### src/rtl/btn_conditioner_pkg.sv
// Shared definitions for the button conditioner: FSM encodings and default timing.
// The default constants are also picked up by the traffic-light top.
package btn_conditioner_pkg;

   typedef enum logic [2:0] {
      IDLE         = 3'd0,
      PRESS_WAIT   = 3'd1,
      PRESSED      = 3'd2,
      LONG         = 3'd3,
      RELEASE_WAIT = 3'd4
   } btn_state_e;

   localparam int BTN_DEBOUNCE_DEF = 20;
   localparam int BTN_LONG_DEF     = 500;

endpackage

### src/rtl/sync_2ff.sv
// Two-flop synchronizer for asynchronous inputs, synchronous active-low reset.
module sync_2ff #(
   parameter int WIDTH = 1
) (
   input  logic             clk,
   input  logic             rst_n,
   input  logic [WIDTH-1:0] d,
   output logic [WIDTH-1:0] q
);

   logic [WIDTH-1:0] meta;

   always_ff @(posedge clk) begin
      if (!rst_n) begin
         meta <= '0;
         q    <= '0;
      end else begin
         meta <= d;
         q    <= meta;
      end
   end

endmodule

### src/rtl/btn_conditioner.sv
// Debounces the raw push-button and emits registered press/release/long-press
// pulses plus clean level and held indications.
module btn_conditioner
   import btn_conditioner_pkg::*;
#(
   parameter int DEBOUNCE_CYCLES = BTN_DEBOUNCE_DEF,
   parameter int LONG_CYCLES     = BTN_LONG_DEF
) (
   input  logic clk,
   input  logic btn_res,
   input  logic btn_raw,
   output logic btn_level,
   output logic btn_press,
   output logic btn_release,
   output logic btn_long,
   output logic btn_held
);

   localparam int DW = $clog2(DEBOUNCE_CYCLES + 1);
   localparam int HW = $clog2(LONG_CYCLES + 1);
   localparam logic [DW-1:0] D_MAX  = DW'(DEBOUNCE_CYCLES);
   localparam logic [DW-1:0] D_LAST = DW'(DEBOUNCE_CYCLES - 1);
   localparam logic [HW-1:0] H_MAX  = HW'(LONG_CYCLES);
   localparam logic [HW-1:0] H_LAST = HW'(LONG_CYCLES - 1);

   logic          s;
   btn_state_e    state, state_d;
   logic [DW-1:0] deb_cnt, deb_d, deb_inc;
   logic [HW-1:0] hold_cnt, hold_d, hold_inc;
   logic          was_long, was_long_d;
   logic          level_d, press_d, release_d, long_d, held_d;

   sync_2ff #(.WIDTH(1)) u_sync (
      .clk   (clk),
      .rst_n (btn_res),
      .d     (btn_raw),
      .q     (s)
   );

   // Saturating increments; the counters never wrap.
   assign deb_inc  = (deb_cnt  == D_MAX) ? deb_cnt  : deb_cnt  + DW'(1);
   assign hold_inc = (hold_cnt == H_MAX) ? hold_cnt : hold_cnt + HW'(1);

   always_ff @(posedge clk) begin
      if (!btn_res) begin
         state       <= IDLE;
         deb_cnt     <= '0;
         hold_cnt    <= '0;
         was_long    <= 1'b0;
         btn_level   <= 1'b0;
         btn_press   <= 1'b0;
         btn_release <= 1'b0;
         btn_long    <= 1'b0;
         btn_held    <= 1'b0;
      end else begin
         state       <= state_d;
         deb_cnt     <= deb_d;
         hold_cnt    <= hold_d;
         was_long    <= was_long_d;
         btn_level   <= level_d;
         btn_press   <= press_d;
         btn_release <= release_d;
         btn_long    <= long_d;
         btn_held    <= held_d;
      end
   end

   always_comb begin
      state_d    = state;
      deb_d      = deb_cnt;
      hold_d     = hold_cnt;
      was_long_d = was_long;
      level_d    = btn_level;
      held_d     = btn_held;
      press_d    = 1'b0;
      release_d  = 1'b0;
      long_d     = 1'b0;
      unique case (state)
         IDLE: begin
            if (s) begin
               state_d = PRESS_WAIT;
               deb_d   = DW'(1);
            end
         end
         PRESS_WAIT: begin
            if (!s) begin
               state_d = IDLE;
               deb_d   = '0;
            end else if (deb_cnt == D_LAST) begin
               state_d = PRESSED;
               deb_d   = '0;
               hold_d  = '0;
               press_d = 1'b1;
               level_d = 1'b1;
            end else begin
               deb_d = deb_inc;
            end
         end
         PRESSED: begin
            // A falling sample freezes the hold count until the release resolves.
            if (!s) begin
               state_d    = RELEASE_WAIT;
               was_long_d = 1'b0;
               deb_d      = DW'(1);
            end else if (hold_cnt == H_LAST) begin
               state_d = LONG;
               hold_d  = hold_inc;
               long_d  = 1'b1;
               held_d  = 1'b1;
            end else begin
               hold_d = hold_inc;
            end
         end
         LONG: begin
            if (!s) begin
               state_d    = RELEASE_WAIT;
               was_long_d = 1'b1;
               deb_d      = DW'(1);
            end
         end
         RELEASE_WAIT: begin
            if (s) begin
               state_d = was_long ? LONG : PRESSED;
               deb_d   = '0;
            end else if (deb_cnt == D_LAST) begin
               state_d   = IDLE;
               deb_d     = '0;
               release_d = 1'b1;
               level_d   = 1'b0;
               held_d    = 1'b0;
            end else begin
               deb_d = deb_inc;
            end
         end
         default: state_d = IDLE;
      endcase
   end

endmodule

### config.mk
export PLATFORM = sky130hd
export DESIGN_NAME = btn_conditioner
export DESIGN_NICKNAME = d
export VERILOG_FILES = /design/src/rtl/btn_conditioner_pkg.sv /design/src/rtl/sync_2ff.sv /design/src/rtl/btn_conditioner.sv
export SDC_FILE = /design/constraint.sdc
export NUM_CORES = 1
export LEC_CHECK = 0
export ABC_CLOCK_PERIOD_IN_PS = 1500
export CAP_MARGIN = 20
export CORE_MARGIN = 2
export CORE_UTILIZATION = 52
export CTS_CLUSTER_SIZE = 24
export DETAILED_ROUTE_END_ITERATION = 16
export HOLD_SLACK_MARGIN = 0.02
export PLACE_DENSITY = 0.74
export SLEW_MARGIN = 10
export SYNTH_ARGS = -nofsm -noshare
export SYNTH_HDL_FRONTEND = slang
export SYNTH_HIERARCHICAL = 1
export SYNTH_SLANG_ARGS = --single-unit
export TNS_END_PERCENT = 20
### constraint.sdc
create_clock -name clk -period 1.5 [get_ports clk]
set_input_delay 0.15 -clock clk [delete_from_list [all_inputs] [get_ports clk]]
set_output_delay 0.15 -clock clk [all_outputs]
set_load 0.005 [all_outputs]
==> key figures <==
Timing
  • Min Tclk post-route: 1.59 ns
  • Final hold slack: roughly 0.37 ns
  • Fin crit share: 106%
  • Slew Limit Fails: 0
  • Fin. Hold Viols: 0
  • Clock skew: 0.00633 ns
  • Worst Tran Pin Value: 0.391 ns
  • Setup Viol. Count Final: 11
  • Setup tns final: -0.672 ns
  • Worst rel slew slack: around 74%
  • RSZ-0062 raised after global routing: true
  • Worst setup margin: -0.0927 ns
  • Peak Freq: 628 MHz

Critical path
  • R2r setup slk: -0.09 ns
  • Startpoint Class: flip-flop
  • Crit-path max cell delay: 0.36 ns
  • Crit-path cells: buf_4 > and4bb_2 > o211ai_1 > nor4_1 > a2bb2oi_1
  • CP max stage cell: dfxtp_2
  • Largest fanout on the critical path: 7
  • Crit Path Class: reg -> reg
  • WP buf/inv: 1
  • Crit path arrival time: 1.88 ns
  • Setup crit end kind: flip-flop
  • Crit path max-delay family: simple AND/OR/NAND/NOR gates
  • Critical Path RT: between 1.5 and 2 ns

Pwr
  • Comb pwr share: 10.9%
  • Peak VDD IR: 653 uV
  • Switch Pwr: approximately 290 uW
  • PD cells: 595 nW/um^2
  • Clock power share: 28.5%
  • Cell leakage power: 0.000723 uW
  • Flop pwr share: between 60% and 70%
  • Sw Ratio: 25.5%
  • Internal cell power: roughly 830 uW

Global route
  • Vias in the first global route: 1,221
  • Largest net degree at the start of global routing: 14
  • GRT overflow: 0
  • Initial antenna violation count: 0
  • GR Util All Layers: 25.5%
  • First-pass GRT wire length: 5500 um

Floorplan
  • Initial Utilization: 54.5%
  • CORE AREA: 2480 sq um
  • Die ar.: 3020 sq um
  • Die Ht: 55.0 um
  • Site Rows: 18
  • DIE WIDTH: 55.0 um
  • Ports: 8

Clock tree
  • Clock-pin slew on the worst setup and hold paths: 0.14 ns
  • Clk Latency, worst-skew pair: 0.34 ns
  • H-tree Lvls: 1
  • CTS tree: built
  • Hold Buf Count CTS: 0
  • Number of clock sinks: 25
  • Max clock buf depth: 2
  • Root Buffer: clkbuf_4
  • Cts bufs inserted: 3

Finish
  • Top reg by flops: hold_cnt
  • Core Util, Final: between 70 and 80%
  • Largest registers: hold_cnt: 9 flops, deb_cnt: 5 flops, state: 3 flops
  • Net count reported at finish: 210
  • Share of cells above drive strength 1: 38.1%
  • Synth-to-Final Area Change: 39.3%
  • N_diodes: 0
  • Max reg flops: 9
  • Layout Cell Area excl Fill: roughly 1900 sq um

Drt
  • DR vias: 1,389
  • DRT iter0 DRCs: 29
  • Drt drc: 0
  • Routed wire length per instance: 16.1 um
  • Drt via density: 5.99
  • Post-route ant nets: 0
  • Final wirelength: 3740 um
  • Initial DRT Pass Iterations: 5

Yosys
  • Synthesis-stage register bit count: 25
  • Top_reg_cell synth: dfxtp_1
  • Synthesized area per cell: 8.55 sq um
  • Post-Synthesis Net Count: between 150 and 200
  • Seq/Total Area, Yosys: 37.0%
  • Cells after Synth: around 160
  • Post-synth ARST share: 0%
  • Cell variety after synth: 44
  • Ys Warns: 6
  • Post-synth EDFFs: 0
  • Cell Area, Synth: 1350 sq um

Outcome
  • Status: finished, violations left
  • Violated checks: negative setup slack

Placed design
  • Gpl congestion: roughly 0.85
  • HPWL after detailed placement: 2440 um
  • Area after DPL: 1670 sq um
  • Worst setup slack after placement: -0.176 ns
  • PortBufs: 7

Hold path
  • Hold Crit Class: in -> reg

Job
  • Max Cap Viol: 0
## layout by cell type, fill, tap and decap left out, types with 3 or more instances in the layout
cell type and instances:
inv_1 8, nor3_1 3, a2bb2oi_1 5, nand4_1 3
a21oi_1 8, clkdlybuf4s50_1 7, nor2_1 9, buf_4 37
nand2_1 11, dfxtp_1 18, clkbuf_4 3, mux2i_1 4
nand4b_1 3, nand3_1 6, dfxtp_2 5, and2_1 6
o21ai_0 9, a21boi_0 3
## power groups by stage
stage          Combinational, uW  Sequential (uW)  Clock, uW
5_1_grt                      132              680        346
3_5_place_dp                 101              695          0
2_1_floorplan               58.0              693          0
4_1_cts                      111              679        323
6_report                     122              679        319
3_3_place_gp                98.8              695          0
## cells in the mapped netlist, types with 3 or more instances
library cell | n | area share [%]
clkbuf_1 | 4 | 1.1
a21oi_1 | 8 | 3.0
dfxtp_1 | 25 | 37
nand3_1 | 7 | 2.6
and2_1 | 6 | 2.8
nand4_1 | 3 | 1.4
a21boi_0 | 3 | 1.7
a2bb2oi_1 | 6 | 3.9
nand4b_1 | 3 | 1.9
inv_1 | 9 | 2.5
o21ai_0 | 11 | 4.1
ha_1 | 4 | 3.7
nor3_1 | 4 | 1.5
mux2i_1 | 4 | 3.0
nand2_1 | 12 | 3.3
nor2_1 | 11 | 3.1
## routing by layer
layer  track usage, %  routed length (um)  vias to the layer above
met2             43.7                1930                       38
li1                 -                   -                      670
met4             11.0                  60                        0
met1             30.9                1590                      675
met3             5.11                 167                        6
met5                0                   0                        -
## worst reg2reg max path, stage by stage, from the launching register on
cell	delay, ns
dfxtp_2	0.36
buf_4	0.16
and4bb_2	0.33
o211ai_1	0.16
nor4_1	0.36
a2bb2oi_1	0.18
## metrics by stage
step	power (uW)	std cells
2_1_floorplan	751	158
3_3_place_gp	793	219
3_5_place_dp	796	219
4_1_cts	1110	228
5_1_grt	1160	232
6_report	1120	232
## worst paths after layout
kind / startpoint / end / cells after the start
worst max register to register: state[0] / hold_cnt[7] / 5
worst min-delay path: btn_raw / u_sync/meta / 2
worst min register to register: u_sync/meta / u_sync/q / 1
worst max-delay path: state[0] / hold_cnt[7] / 5
## timing repair
| item | CTS | global route |
|---|---|---|
| resized for setup | 19 | 15 |
| setup buffers | 4 | 3 |
| pin swaps | 7 | 7 |
| cloned | 1 | 1 |
| endpoints found under the hold margin | 0 | 0 |
| setup endpoints to repair | 17 | 19 |
## cells by family (layout without fill, tap and decap cells)
logic type	count (synthesis)	after routing	share of synthesized area [%]
xor+xnor	1	1	0.648
simple gates	63	63	26.8
buf+inv	17	61	6.02
compound gates	44	44	22.9
fa+ha+maj	4	4	3.70
mux	4	4	2.96
flops	25	25	37.0
## area by class of cell
class | instances | area, sq um
clock buffer | 4 | 26.3
fill | 176 | 596
inverter | 9 | 33.8
multi-input combinational | 116 | 890
sequential | 25 | 514
tap | 30 | 37.5
timing repair buffer | 48 | 380
No activity file was read; power rests on OpenSTA's default activity.
